===== src/rtl/uart_hex_streamer.sv =====
// UART transmitter that prints one captured DATA_W-bit word as ASCII hex,
// with optional "0x" prefix, digit-group separators and LF/CRLF terminator.
module uart_hex_streamer #(
  parameter int unsigned   DATA_W    = 512,
  parameter int unsigned   BAUD_DIV  = 104,
  parameter int unsigned   STOP_BITS = 1,
  parameter int unsigned   UPPERCASE = 0,
  parameter int unsigned   PREFIX_0X = 0,
  parameter int unsigned   GROUP     = 0,
  parameter logic [7:0]    SEP_CHAR  = 8'h20,
  parameter int unsigned   TERM      = 1
) (
  input  logic              clk,
  input  logic              rst_n,
  input  logic              in_valid,
  output logic              in_ready,
  input  logic [DATA_W-1:0] in_data,
  output logic              tx,
  output logic              busy,
  output logic              done,
  output logic [15:0]       char_cnt
);

  localparam int unsigned N     = DATA_W / 4;
  localparam int unsigned BW    = $clog2(BAUD_DIV);
  localparam int unsigned DW    = $clog2(N + 1);
  localparam int unsigned GW    = (GROUP > 0) ? $clog2(GROUP + 1) : 1;
  localparam int unsigned GLAST = (GROUP > 0) ? GROUP - 1 : 0;
  localparam logic        STOP_LAST = (STOP_BITS == 2);

  typedef enum logic [1:0] {IDLE, START, DATA, STOP} state_t;
  typedef enum logic [2:0] {PH_PFX0, PH_PFX1, PH_DIG, PH_SEP, PH_CR, PH_LF, PH_END} phase_t;

  localparam phase_t FIRST_PH = (PREFIX_0X != 0) ? PH_PFX0 : PH_DIG;
  localparam phase_t TERM_PH  = (TERM == 2) ? PH_CR : (TERM == 1) ? PH_LF : PH_END;

  state_t            state, state_next;
  logic [BW-1:0]     baud_cnt, baud_next;
  logic [2:0]        bit_idx, bit_next;
  logic              stop_idx, stop_next;
  logic              tx_next;
  logic              load, advance, finish, stop_entry;
  logic              baud_end;

  phase_t            phase, phase_adv;
  logic [DW-1:0]     digit_idx, digit_adv;
  logic [GW-1:0]     grp_cnt, grp_adv;
  logic [DATA_W-1:0] shreg;
  logic [3:0]        nib;
  logic [7:0]        hex_char, cur_char;

  assign in_ready = (state == IDLE);
  assign busy     = (state != IDLE);
  assign baud_end = (baud_cnt == BW'(BAUD_DIV - 1));

  // Character currently on the wire comes only from registered sequencer state.
  always_comb begin
    nib = shreg[DATA_W-1 -: 4];
    if (nib < 4'd10) hex_char = 8'h30 + {4'h0, nib};
    else             hex_char = ((UPPERCASE != 0) ? 8'h37 : 8'h57) + {4'h0, nib};
    case (phase)
      PH_PFX0: cur_char = 8'h30;
      PH_PFX1: cur_char = 8'h78;
      PH_DIG:  cur_char = hex_char;
      PH_SEP:  cur_char = SEP_CHAR;
      PH_CR:   cur_char = 8'h0D;
      PH_LF:   cur_char = 8'h0A;
      default: cur_char = 8'hFF;
    endcase
  end

  always_comb begin
    phase_adv = phase;
    digit_adv = digit_idx;
    grp_adv   = grp_cnt;
    case (phase)
      PH_PFX0: phase_adv = PH_PFX1;
      PH_PFX1: phase_adv = PH_DIG;
      PH_DIG: begin
        digit_adv = digit_idx + DW'(1);
        // Terminator check precedes grouping so no separator trails the last digit.
        if (digit_idx == DW'(N - 1)) begin
          phase_adv = TERM_PH;
        end else if ((GROUP > 0) && (grp_cnt == GW'(GLAST))) begin
          phase_adv = PH_SEP;
          grp_adv   = '0;
        end else begin
          grp_adv = grp_cnt + GW'(1);
        end
      end
      PH_SEP:  phase_adv = PH_DIG;
      PH_CR:   phase_adv = PH_LF;
      PH_LF:   phase_adv = PH_END;
      default: phase_adv = PH_END;
    endcase
  end

  always_comb begin
    state_next = state;
    baud_next  = baud_cnt;
    bit_next   = bit_idx;
    stop_next  = stop_idx;
    load       = 1'b0;
    advance    = 1'b0;
    finish     = 1'b0;
    stop_entry = 1'b0;
    case (state)
      IDLE: begin
        if (in_valid) begin
          state_next = START;
          baud_next  = '0;
          load       = 1'b1;
        end
      end
      START: begin
        if (baud_end) begin
          state_next = DATA;
          baud_next  = '0;
          bit_next   = '0;
        end else begin
          baud_next = baud_cnt + BW'(1);
        end
      end
      DATA: begin
        if (baud_end) begin
          baud_next = '0;
          if (bit_idx == 3'd7) begin
            state_next = STOP;
            stop_next  = 1'b0;
            stop_entry = 1'b1;
          end else begin
            bit_next = bit_idx + 3'd1;
          end
        end else begin
          baud_next = baud_cnt + BW'(1);
        end
      end
      STOP: begin
        if (baud_end) begin
          baud_next = '0;
          if (stop_idx == STOP_LAST) begin
            advance = 1'b1;
            if (phase_adv == PH_END) begin
              state_next = IDLE;
              finish     = 1'b1;
            end else begin
              state_next = START;
            end
          end else begin
            stop_next = 1'b1;
          end
        end else begin
          baud_next = baud_cnt + BW'(1);
        end
      end
      default: state_next = IDLE;
    endcase

    case (state_next)
      START:   tx_next = 1'b0;
      DATA:    tx_next = cur_char[bit_next];
      default: tx_next = 1'b1;
    endcase
  end

  always_ff @(posedge clk) begin
    if (!rst_n) begin
      state     <= IDLE;
      baud_cnt  <= '0;
      bit_idx   <= '0;
      stop_idx  <= 1'b0;
      tx        <= 1'b1;
      done      <= 1'b0;
      char_cnt  <= '0;
      phase     <= PH_END;
      digit_idx <= '0;
      grp_cnt   <= '0;
    end else begin
      state    <= state_next;
      baud_cnt <= baud_next;
      bit_idx  <= bit_next;
      stop_idx <= stop_next;
      tx       <= tx_next;
      done     <= finish;
      if (load)
        char_cnt <= '0;
      else if (stop_entry && (char_cnt != '1))
        char_cnt <= char_cnt + 16'd1;
      if (load) begin
        phase     <= FIRST_PH;
        digit_idx <= '0;
        grp_cnt   <= '0;
      end else if (advance) begin
        phase     <= phase_adv;
        digit_idx <= digit_adv;
        grp_cnt   <= grp_adv;
      end
    end
  end

  always_ff @(posedge clk) begin
    if (load)
      shreg <= in_data;
    else if (advance && (phase == PH_DIG))
      shreg <= shreg << 4;
  end

endmodule

===== config.mk =====
export PLATFORM = sky130hd
export DESIGN_NAME = uart_hex_streamer
export DESIGN_NICKNAME = d
export VERILOG_FILES = /design/src/rtl/uart_hex_streamer.sv
export SDC_FILE = /design/constraint.sdc
export NUM_CORES = 1
export LEC_CHECK = 0
export ABC_AREA = 1
export CORE_MARGIN = 4
export CORE_UTILIZATION = 43
export DETAILED_ROUTE_END_ITERATION = 16
export GPL_ROUTABILITY_DRIVEN = 0
export PLACE_DENSITY = 0.7
export RECOVER_POWER = 50
export SYNTH_ARGS = -nofsm -noshare
export SYNTH_HDL_FRONTEND = slang
export SYNTH_SLANG_ARGS = --single-unit
export TNS_END_PERCENT = 30

===== constraint.sdc =====
create_clock -name clk -period 19.9 [get_ports clk]
set_input_delay 4.975 -clock clk [delete_from_list [all_inputs] [get_ports clk]]
set_output_delay 4.975 -clock clk [all_outputs]
set_load 0.02 [all_outputs]

==> results by group, run 1 <==
Timing
  • Slew Viols, Final: roughly 150
  • Worst-Margin Slew: 3.08 ns
  • Final Worst Setup Slack: 6.52 ns
  • RSZ-0062 raised after global routing: false
  • Post-route minimum period: 13.38 ns
  • Min Hold Slack: 0.473 ns
  • Final hold violation count: 0
  • Max Freq: 74.7 MHz
  • Relative slew slack: -1.06
  • # setup viols final: 0
  • Setup TNS: 0 ns
  • Worst Skew: approximately 0.031 ns
  • Period utilization: 0.673

Pwr
  • Sw Pwr: 710 uW
  • Leak: 13.6 nW
  • Max VDD drop: 0.0000694 V
  • Switch share: 0.238
  • PwrDens: 93.4 nW/um^2
  • Seq pwr share: 0.493
  • Power Total: 2.98 mW
  • Clock power share: 0.376
  • Logic pwr share: 0.131
  • Internal power: 2.27 mW

Synth
  • Largest family of logic cells by synthesized area: simple AND/OR/NAND/NOR gates
  • Synth Area in Compound Gates: 0.0118
  • Syn_nets: 3037
  • Simple-gate share of the synthesized area: 0.274
  • Mux contribution to synthesized area: 0
  • Post-synthesis sequential area ratio: 0.676
  • Yosys reg bits: 553
  • Cell variety after synth: 38
  • Post-Synthesis Cell Area: ~24000 um^2
  • Syn Area/Cell: 9.53 um^2
  • Syn Inst Count: 2512
  • Synth Area in XOR/XNOR: 0.00329
  • Adder and majority gate portion of the synthesized area: 0.00522
  • YS warnings: 0

Place
  • Area after DPL: 29900 um^2
  • Post-Place Setup Slack: 9.36 ns
  • Port Buffer Count: 534
  • Hpwl dp: between 40 and 50 mm

Setup path
  • CP delay by family, top: simple AND/OR/NAND/NOR gates
  • Worst Path Buf+Inv: 4
  • Worst EP required: 20.12 ns
  • CP max-delay cell: nand2_1
  • Worst path arrival time: 13.60 ns
  • CP Max Fanout: 86
  • Critical Path Sink Type: register
  • Kind of critical path: input port to register
  • Crit path top cell by count: buf_4
  • Crit path cell chain: dlygate4sd3_1, nand2_1, nand2_1, buf_4, buf_4, buf_4
  • Critical Path Max Stage Delay: ~3.2 ns
  • Setup crit start kind: input port

Route
  • Iter 0 DRT Violations: about 1.6k
  • Via density: 4.87
  • DR vias: 18.5k
  • DR WL/cell: 16.9 um
  • Post-DRT Antenna Nets: 0
  • DR pass1 iterations: 6
  • DRT Wirelength: 64.4 mm
  • DRC: 0

Global routing
  • Antenna violations before repair: 8
  • Largest net degree at the start of global routing: around 250
  • Vias in the first global route: approximately 18k
  • First-pass GRT wire length: 98.3 mm
  • Global Route Usage Sum: 0.208
  • Gr ovfl total: 0

Clocking
  • CTS max path bufs: 3
  • CTS Root Cell: clkbuf_16
  • Setup bufs post-CTS: 0
  • CTS sink cnt: 553
  • CTS tree: yes
  • CTS buffer count: 59
  • Worst-skew pair later-pin latency: 0.62 ns
  • Post-CTS Resized: 0
  • H-tree depth: 2
  • CTS Hold Buffers Added: 0
  • CTS clk-pin slew, worst paths: 0.06 ns

Die
  • Die ar.: 59500 um^2
  • Die X: 244 um
  • Core area: 55100 um^2
  • Row Count: 86
  • I/O pin count: roughly 540
  • Height of the die: roughly 240 um
  • Initial Util: 0.435

Layout
  • Nets@finish: roughly 3.5k
  • Design area: 31900 um^2
  • Area growth syn-to-layout: 33.2%
  • Layout fillers: 4784
  • Share of cells above drive strength 1: 0.0383

Worst hold path
  • HP Class: register to register

Run status
  • Status: finished, violations left
  • Failing checks: max-capacitance violations, max-slew violations

Job
  • Max capacitance violation total: 2
## through the flow
| step | cells | util |
|---|---|---|
| after floorplan | 2512 | - |
| final | 3804 | 0.579 |
| after global routing | 3803 | 0.579 |
| after detailed placement | 3689 | 0.543 |
| after global placement | 3689 | 0.543 |
| after CTS | 3799 | 0.579 |
## placed cells by master (no fill, tap or decap), types with 22 or more instances in the layout
master           instances
nand2_1               1604
clkdlybuf4s50_1        512
edfxtp_1               512
inv_1                   60
clkbuf_16               60
dfxtp_1                 41
nor2_1                  35
nand3_1                 28
a21oi_1                 28
dlygate4sd3_1           22
## worst register-to-register path: cells and delay by family (launching register included)
kind	cells	cell delay, ns
buf+inv	4	3.18
simple gates	2	4.93
fa+ha+maj	1	0.24
flops	1	0.36
## Yosys cell counts, drive strengths merged
library cell / n / share of area
ha: 10 / 0.0052
nor2: 41 / 0.0079
nand2: 1611 / 0.25
a31o: 1 / 0.00037
xnor2: 1 / 0.00037
nand3b: 1 / 0.00031
and3: 2 / 0.00052
nor3b: 2 / 0.00063
nand3: 28 / 0.0059
xor2: 8 / 0.0029
o211ai: 2 / 0.00063
a21oi: 28 / 0.0059
nor4: 2 / 0.00052
nand4: 4 / 0.0010
or2: 3 / 0.00078
or3: 1 / 0.00026
buf: 18 / 0.0034
clkinv: 2 / 0.00042
a31oi: 1 / 0.00026
o21ai: 18 / 0.0038
dfxtp: 41 / 0.034
a21boi: 1 / 0.00031
edfxtp: 512 / 0.64
o21a: 1 / 0.00031
and2: 1 / 0.00026
inv: 64 / 0.010
clkbuf: 96 / 0.015
nor3: 11 / 0.0027
a211oi: 1 / 0.00031
## state kept, by name, indices dropped and copies added, names as in the netlist
| name | cells |
|---|---|
| baud_cnt | 7 |
| done | 1 |
| bit_idx | 3 |
| char_cnt | 16 |
| shreg | 512 |
| phase | 3 |
| tx | 1 |
| digit_idx | 8 |
| state | 2 |
## per-layer routing
metal | global-route usage | share of wire
met1 | 0.284 | 0.42
met2 | 0.341 | 0.48
met3 | 0.0432 | 0.077
met4 | 0.0569 | 0.025
met5 | 0 | 0.00073
## cell families after synthesis
logic type	count (synthesis)
AND/OR/NAND/NOR	1707
flip-flops	553
buffers and inverters	180
AO/OA/AOI/OAI	53
adder cells (fa/ha/maj)	10
XOR/XNOR	9
## cell type report
class | count | area (um^2) | share of cell area
clock buffer | 67 | 1530 | 0.0479
tap | 748 | 936 | 0.0293
timing repair buffer | 543 | 5450 | 0.171
multi-input combinational | 1779 | 7060 | 0.221
clock inverter | 43 | 454 | 0.0142
sequential | 553 | 16200 | 0.508
antenna | 5 | 12.5 | 0.000392
inverter | 66 | 258 | 0.00808
## power by group through the flow
stage          clock network (mW)  logic [mW]  registers [mW]
2_1_floorplan                   0       0.208            1.53
3_3_place_gp                    0       0.382            1.49
3_5_place_dp                    0       0.392            1.49
4_1_cts                      1.14       0.395            1.47
5_1_grt                      1.19       0.440            1.48
6_report                     1.12       0.390            1.47
## worst paths after layout
path | cells past startpoint | from | to | slack, ns
min reg2reg | 2 | digit_idx[7] | digit_idx[7] | 0.47
max | 6 | in_valid | shreg[352] | 6.52
min | 2 | digit_idx[7] | digit_idx[7] | 0.47
max reg2reg | 7 | state[0] | shreg[352] | 10.74
(Power assumes the default switching activity.)
==> run 2, diff against run 1 <==
--- a/config.mk
+++ b/config.mk
@@ -10,7 +10,7 @@
 export CORE_UTILIZATION = 43
 export DETAILED_ROUTE_END_ITERATION = 16
 export GPL_ROUTABILITY_DRIVEN = 0
-export PLACE_DENSITY = 0.7
+export PLACE_DENSITY = 0.73
 export RECOVER_POWER = 50
 export SYNTH_ARGS = -nofsm -noshare
 export SYNTH_HDL_FRONTEND = slang
==> constraint.sdc (replaced) <==
create_clock -name clk -period 11.3 [get_ports clk]
set_input_delay 2.825 -clock clk [delete_from_list [all_inputs] [get_ports clk]]
set_output_delay 2.825 -clock clk [all_outputs]
set_load 0.02 [all_outputs]
==> run 2 against run 1 <==
The run still ends with max-capacitance violations, max-slew violations left. Die area is the same. Highest routed layer unchanged. Core utilization is 0.31 points lower. Hold slack got worse by 0.0059 ns. Non-clock buffer count rose by 1. Final area down 0.53%. Combinational power increased by 73%. Worst setup slack worse by 2.9 ns. Clock power increased by 60%. Register-to-register slack worse by 5.1 ns. Final cell count grew 0.18%. Total power rose by 70%. Via count decreased by 0.83%.
==> results by group, run 2 (same netlist as run 1, synthesis figures left out) <==
Clocking
  • Worst-skew pair later-pin latency: 0.60 ns (-0.02 ns)
  • CTS sink cnt: 553 (unchanged)
  • Post-CTS Resized: 0 (unchanged)
  • CTS tree: yes
  • H-tree depth: 2 (unchanged)
  • CTS max path bufs: 3 (unchanged)
  • CTS clk-pin slew, worst paths: 0.06 ns (about the same)
  • CTS buffer count: 57 (-3.4%)
  • CTS Hold Buffers Added: 0 (unchanged)
  • Setup bufs post-CTS: 0 (unchanged)
  • CTS Root Cell: clkbuf_16

Layout
  • Top Registers: shreg: 512 flops, char_cnt: 16 flops, digit_idx: 8 flops
  • Area growth syn-to-layout: 32.5%
  • Nets@finish: 3526 (-0.028%)
  • Commonest cells after routing, fill and taps aside: nand2_1 (1603), clkdlybuf4s50_1 (512), edfxtp_1 (512), inv_1 (60), clkbuf_16 (58)
  • Most common cell after layout, fill and taps aside: nand2_1
  • Share of cells above drive strength 1: 0.0368 (-0.00158)
  • Layout fillers: 4754 (-0.63%)
  • Max reg flops: 512 (unchanged)
  • Top reg by flops: shreg

Global routing
  • Gr ovfl total: 0 (unchanged)
  • Antenna violations before repair: 22 (+14)
  • Vias in the first global route: 18.2k (-0.044%)
  • Global Route Usage Sum: 0.200 (-0.00738)
  • Largest net degree at the start of global routing: 247 (-2.8%)
  • First-pass GRT wire length: 95.3 mm (-3.1%)

Timing
  • Final hold violation count: 0 (unchanged)
  • Setup TNS: 0 ns (unchanged)
  • Relative slew slack: -0.716 (+0.340)
  • Slew Viols, Final: 73 (-53%)
  • Period utilization: 0.684
  • Post-route minimum period: 7.73 ns
  • RSZ-0062 raised after global routing: false
  • Max Freq: 129 MHz
  • Worst Skew: 0.0185 ns (-0.0128 ns)
  • Worst-Margin Slew: 2.57 ns (-0.509 ns)
  • # setup viols final: 0 (unchanged)
  • Min Hold Slack: 0.467 ns (-0.00585 ns)

Setup path
  • RR Startpoint: state[0]
  • Critical Path Sink Type: register
  • CP max-delay cell: nand2_1
  • Worst EP required: 11.53 ns (-8.59 ns)
  • Setup crit start kind: input port
  • Crit path cell chain: dlygate4sd3_1, nand2_1, nand2_8, buf_12, buf_4
  • Crit path from: in_valid
  • Critical Path Max Stage Delay: 1.44 ns (-1.76 ns)
  • CP Max Fanout: 172 (+100%)
  • Kind of critical path: input port to register
  • Worst path arrival time: 7.96 ns (-5.64 ns)

Place
  • Port Buffer Count: 534 (unchanged)
  • Hpwl dp: 42.8 mm (-3.2%)

Route
  • Post-DRT Antenna Nets: 0 (unchanged)
  • Iter 0 DRT Violations: 1661 (+1.4%)
  • DRC: 0 (unchanged)
  • DR WL/cell: 16.5 um (-2.5%)
  • DR vias: 18.4k (-0.83%)
  • Via density: 4.82 (-1.0%)
  • DR pass1 iterations: 5 (-1)
  • DRT Wirelength: 62.9 mm (-2.3%)

Die
  • Core area: 55100 um^2 (unchanged)
  • Die ar.: 59500 um^2 (unchanged)
  • Die X: 244 um (unchanged)
  • Height of the die: 244 um (unchanged)
  • Row Count: 86 (unchanged)
  • Initial Util: 0.435 (unchanged)
  • I/O pin count: 535 (unchanged)

Pwr
  • PwrDens: 159 nW/um^2 (+71%)
  • Max VDD drop: 0.000131 V (+89%)
  • Leak: 13.5 nW (-0.74%)
  • Power Total: 5.06 mW (+70%)

Worst hold path
  • HP Class: register to register
  • Worst Hold Launch: digit_idx[7]

Job
  • Max capacitance violation total: 1 (-1)

Run status
  • Failing checks: max-capacitance violations, max-slew violations
  • Status: finished, violations left
-- run 2: cell count changes in the layout (fill, tap and decap cells not counted), moves of 2 or more --
cell | before | now
clkbuf_16 | 60 | 58
clkinv_1 | 18 | 14
diode_2 | 5 | 17
bufinv_16 | 9 | 3
clkbuf_1 | 7 | 12
-- run 2: final timing paths --
path,endpoint,slack [ns],cells past startpoint
setup / recovery,shreg[379],3.57,5
hold / removal,digit_idx[7],0.47,2
setup reg to reg,shreg[379],5.62,6
hold reg to reg,digit_idx[7],0.47,2
-- run 2: layer usage --
layer,up-vias,routed length [um],track usage
met5,-,110,0
met4,16,1660,0.0657
met3,107,4870,0.0613
met2,602,30300,0.331
met1,8563,25900,0.254
li1,9069,-,-
-- run 2: critical path: cells and delay by family --
kind,cells,cell delay (ns)
AND/OR/NAND/NOR,2,2.81
buffers and inverters,3,2.05
-- run 2: cell type report --
| cell class | count | area [um^2] | area share |
|---|---|---|---|
| inverters | 66 | 258 | 0.00812 |
| multi-input cells | 1779 | 7080 | 0.223 |
| clock buffers | 71 | 1510 | 0.0476 |
| repair buffers | 544 | 5460 | 0.172 |
| diodes | 17 | 42.5 | 0.00134 |
| well taps | 748 | 936 | 0.0295 |
| flip-flops and latches | 553 | 16200 | 0.511 |
| clock inverters | 33 | 248 | 0.00781 |
-- run 2: stage by stage --
stage,area (um^2),utilization,std cells,setup WS (ns)
floorplan,23900,-,2512,1.28
global placement,29900,0.543,3690,4.73
detailed placement,29900,0.543,3690,4.65
CTS,31700,0.575,3794,5.29
global route,31700,0.575,3801,3.12
finish,31700,0.576,3811,3.57
-- run 2: where the power goes --
group | internal, mW | switching (mW) | total (mW)
Sequential | 2.53 | 0.0629 | 2.59
Combinational | 0.292 | 0.383 | 0.675
Clock | 1.01 | 0.778 | 1.79
Total | 3.83 | 1.22 | 5.06
==> run 3, diff against run 2 <==
--- a/config.mk
+++ b/config.mk
@@ -10,7 +10,7 @@
 export CORE_UTILIZATION = 43
 export DETAILED_ROUTE_END_ITERATION = 16
 export GPL_ROUTABILITY_DRIVEN = 0
-export PLACE_DENSITY = 0.73
+export PLACE_DENSITY = 0.7
 export RECOVER_POWER = 50
 export SYNTH_ARGS = -nofsm -noshare
 export SYNTH_HDL_FRONTEND = slang
==> constraint.sdc (replaced) <==
create_clock -name clk -period 7.3 [get_ports clk]
set_input_delay 1.825 -clock clk [delete_from_list [all_inputs] [get_ports clk]]
set_output_delay 1.825 -clock clk [all_outputs]
set_load 0.02 [all_outputs]
==> run 3 against run 2 <==
The flow still finishes with violations (max-capacitance violations, max-slew violations). Sequential share of layout area decreased by 0.25 points. Routed wire length increased by 2.8%. Clock power increased by 65%. Worst setup slack got worse by 1.9 ns. Register-to-register slack got worse by 2.9 ns. Critical endpoint is now shreg[341].
==> results by group, run 3 (same netlist as run 1, synthesis figures left out) <==
Setup path
  • Worst Path Buf+Inv: 3 (unchanged)
  • Worst EP required: 7.75 ns (-3.78 ns)
  • Critical Path Sink Type: register
  • Setup crit start kind: input port
  • Crit path cell chain: dlygate4sd3_1, nand2_4, inv_8, clkbuf_2, nand2_1, nand2_1
  • CP delay by family, top: buffers and inverters
  • Crit path top cell by count: nand2_1
  • Worst path arrival time: 6.08 ns (-1.88 ns)
  • RR Startpoint: state[0]
  • CP Max Fanout: 170 (-1.2%)
  • CP Depth: 6 (+1)
  • Critical Path Max Stage Delay: 1.74 ns (+0.30 ns)
  • Kind of critical path: input port to register
  • Crit path from: in_valid
  • CP max-delay cell: clkbuf_2
  • Worst R2R Path Depth: 7 (+1)

Timing
  • Final Worst Setup Slack: 1.67 ns (-1.90 ns)
  • RSZ-0062 raised after global routing: false
  • Period utilization: 0.772
  • Max Freq: 177 MHz
  • Worst-Margin Slew: 2.37 ns (-0.192 ns)
  • Slew Viols, Final: 257 (+250%)
  • Worst Skew: 0.0269 ns (+0.00834 ns)
  • Final hold violation count: 0 (unchanged)
  • # setup viols final: 0 (unchanged)
  • Post-route minimum period: 5.63 ns
  • Relative slew slack: -0.583 (+0.132)
  • Setup TNS: 0 ns (unchanged)

Job
  • Max capacitance violation total: 3 (+2)

Place
  • Placed insts: 3692 (+0.054%)
  • Area after DPL: 30000 um^2 (+0.13%)
  • Hpwl dp: 44.2 mm (+3.1%)
  • Post-Place Setup Slack: 2.19 ns (-2.46 ns)
  • Port Buffer Count: 534 (unchanged)

Clocking
  • Setup bufs post-CTS: 0 (unchanged)
  • Worst-skew pair later-pin latency: 0.60 ns (about the same)
  • CTS Root Cell: clkbuf_16
  • H-tree depth: 2 (unchanged)
  • CTS buffer count: 57 (unchanged)
  • Post-CTS Resized: 0 (unchanged)
  • CTS max path bufs: 3 (unchanged)
  • CTS clk-pin slew, worst paths: 0.06 ns (about the same)
  • CTS sink cnt: 553 (unchanged)
  • CTS tree: yes
  • CTS Hold Buffers Added: 0 (unchanged)

Route
  • Via density: 4.85 (+0.65%)
  • Iter 0 DRT Violations: 1377 (-17%)
  • Post-DRT Antenna Nets: 0 (unchanged)
  • DRC: 0 (unchanged)
  • DRT Wirelength: 64.7 mm (+2.8%)
  • DR WL/cell: 16.9 um (+2.5%)
  • DR vias: 18.5k (+0.94%)
  • DR pass1 iterations: 5 (unchanged)

Global routing
  • Vias in the first global route: 18.5k (+1.4%)
  • First-pass GRT wire length: 98.2 mm (+3.1%)
  • Antenna violations before repair: 32 (+45%)
  • Gr ovfl total: 0 (unchanged)
  • Largest net degree at the start of global routing: 213 (-14%)
  • Global Route Usage Sum: 0.207 (+0.00714)

Pwr
  • Sw Pwr: 1.93 mW (+58%)
  • PwrDens: 251 nW/um^2 (+58%)
  • Switch share: 0.241 (-0.00104)
  • Power Total: 8.01 mW (+58%)
  • Seq pwr share: 0.501 (-0.011)
  • Internal power: 6.08 mW (+59%)
  • Max VDD drop: 0.000216 V (+65%)
  • Leak: 13.6 nW (+0.56%)
  • Clock power share: 0.368 (+0.014)
  • Logic pwr share: 0.131 (-0.003)

Layout
  • Design area: 31900 um^2 (+0.49%)
  • Commonest cells after routing, fill and taps aside: nand2_1 (1602), clkdlybuf4s50_1 (512), edfxtp_1 (512), inv_1 (60), clkbuf_16 (58)
  • Nets@finish: 3528 (+0.057%)
  • Area growth syn-to-layout: 33.1%
  • Share of cells above drive strength 1: 0.0400 (+0.00322)
  • Max reg flops: 512 (unchanged)
  • Final cell count without fillers: 3822 (+0.29%)
  • Most common cell after layout, fill and taps aside: nand2_1
  • Top reg by flops: shreg
  • Top Registers: shreg: 512 flops, char_cnt: 16 flops, digit_idx: 8 flops

Die
  • Core area: 55100 um^2 (unchanged)
  • Die ar.: 59500 um^2 (unchanged)
  • Initial Util: 0.435 (unchanged)
  • Die X: 244 um (unchanged)
  • Row Count: 86 (unchanged)
  • Height of the die: 244 um (unchanged)
  • I/O pin count: 535 (unchanged)

Run status
  • Failing checks: max-capacitance violations, max-slew violations
  • Status: finished, violations left

Worst hold path
  • Hold path depth: 2 (unchanged)
  • HP Class: register to register
  • Worst Hold Launch: digit_idx[7]
## run 3: cell types whose count changed in the layout (fill, tap and decap cells not counted), sizes merged
cell    delta
inv        +2
diode      +6
bufinv     +4
buf        -1
## run 3: layout make-up
class | instances | area (um^2)
Fill cell | 4717 | 23200
Clock buffer | 68 | 1500
Clock inverter | 39 | 384
Antenna cell | 23 | 57.6
Multi-Input combinational cell | 1779 | 7080
Tap cell | 748 | 936
Inverter | 66 | 258
Sequential cell | 553 | 16200
Timing Repair Buffer | 546 | 5460
## run 3: metal layers
metal | part of all wire | up-vias | global-route usage | wire length [um]
met5 | 0.0015 | - | 0 | 99
met4 | 0.027 | 16 | 0.0702 | 1770
met3 | 0.080 | 112 | 0.0641 | 5160
met2 | 0.49 | 602 | 0.347 | 31500
met1 | 0.40 | 8719 | 0.258 | 26100
li1 | - | 9080 | - | -
## run 3: worst paths after layout
check | end | slack, ns
worst max register to register | shreg[341] | 2.73
worst max-delay path | shreg[341] | 1.67
worst min-delay path | digit_idx[7] | 0.48
worst min register to register | digit_idx[7] | 0.48
## run 3: through the flow
stage,hold slack [ns],utilization
2_1_floorplan,0.439,-
3_3_place_gp,0.457,0.544
3_5_place_dp,0.480,0.544
4_1_cts,0.487,0.578
5_1_grt,0.520,0.578
6_report,0.479,0.579
## run 3: power groups by stage
stage          clock network (mW)  logic (mW)  registers (mW)
2_1_floorplan                   0       0.569            4.07
3_3_place_gp                    0        1.02            4.07
3_5_place_dp                    0        1.05            4.07
4_1_cts                      3.01        1.06            4.01
5_1_grt                      3.13        1.18            4.04
6_report                     2.95        1.05            4.01
## run 3: tightest hold or removal path, delay by kind of cell (launching register included)
family          cells  cell delay (ns)
compound gates      1             0.06
buf+inv             1             0.07
flops               1             0.31
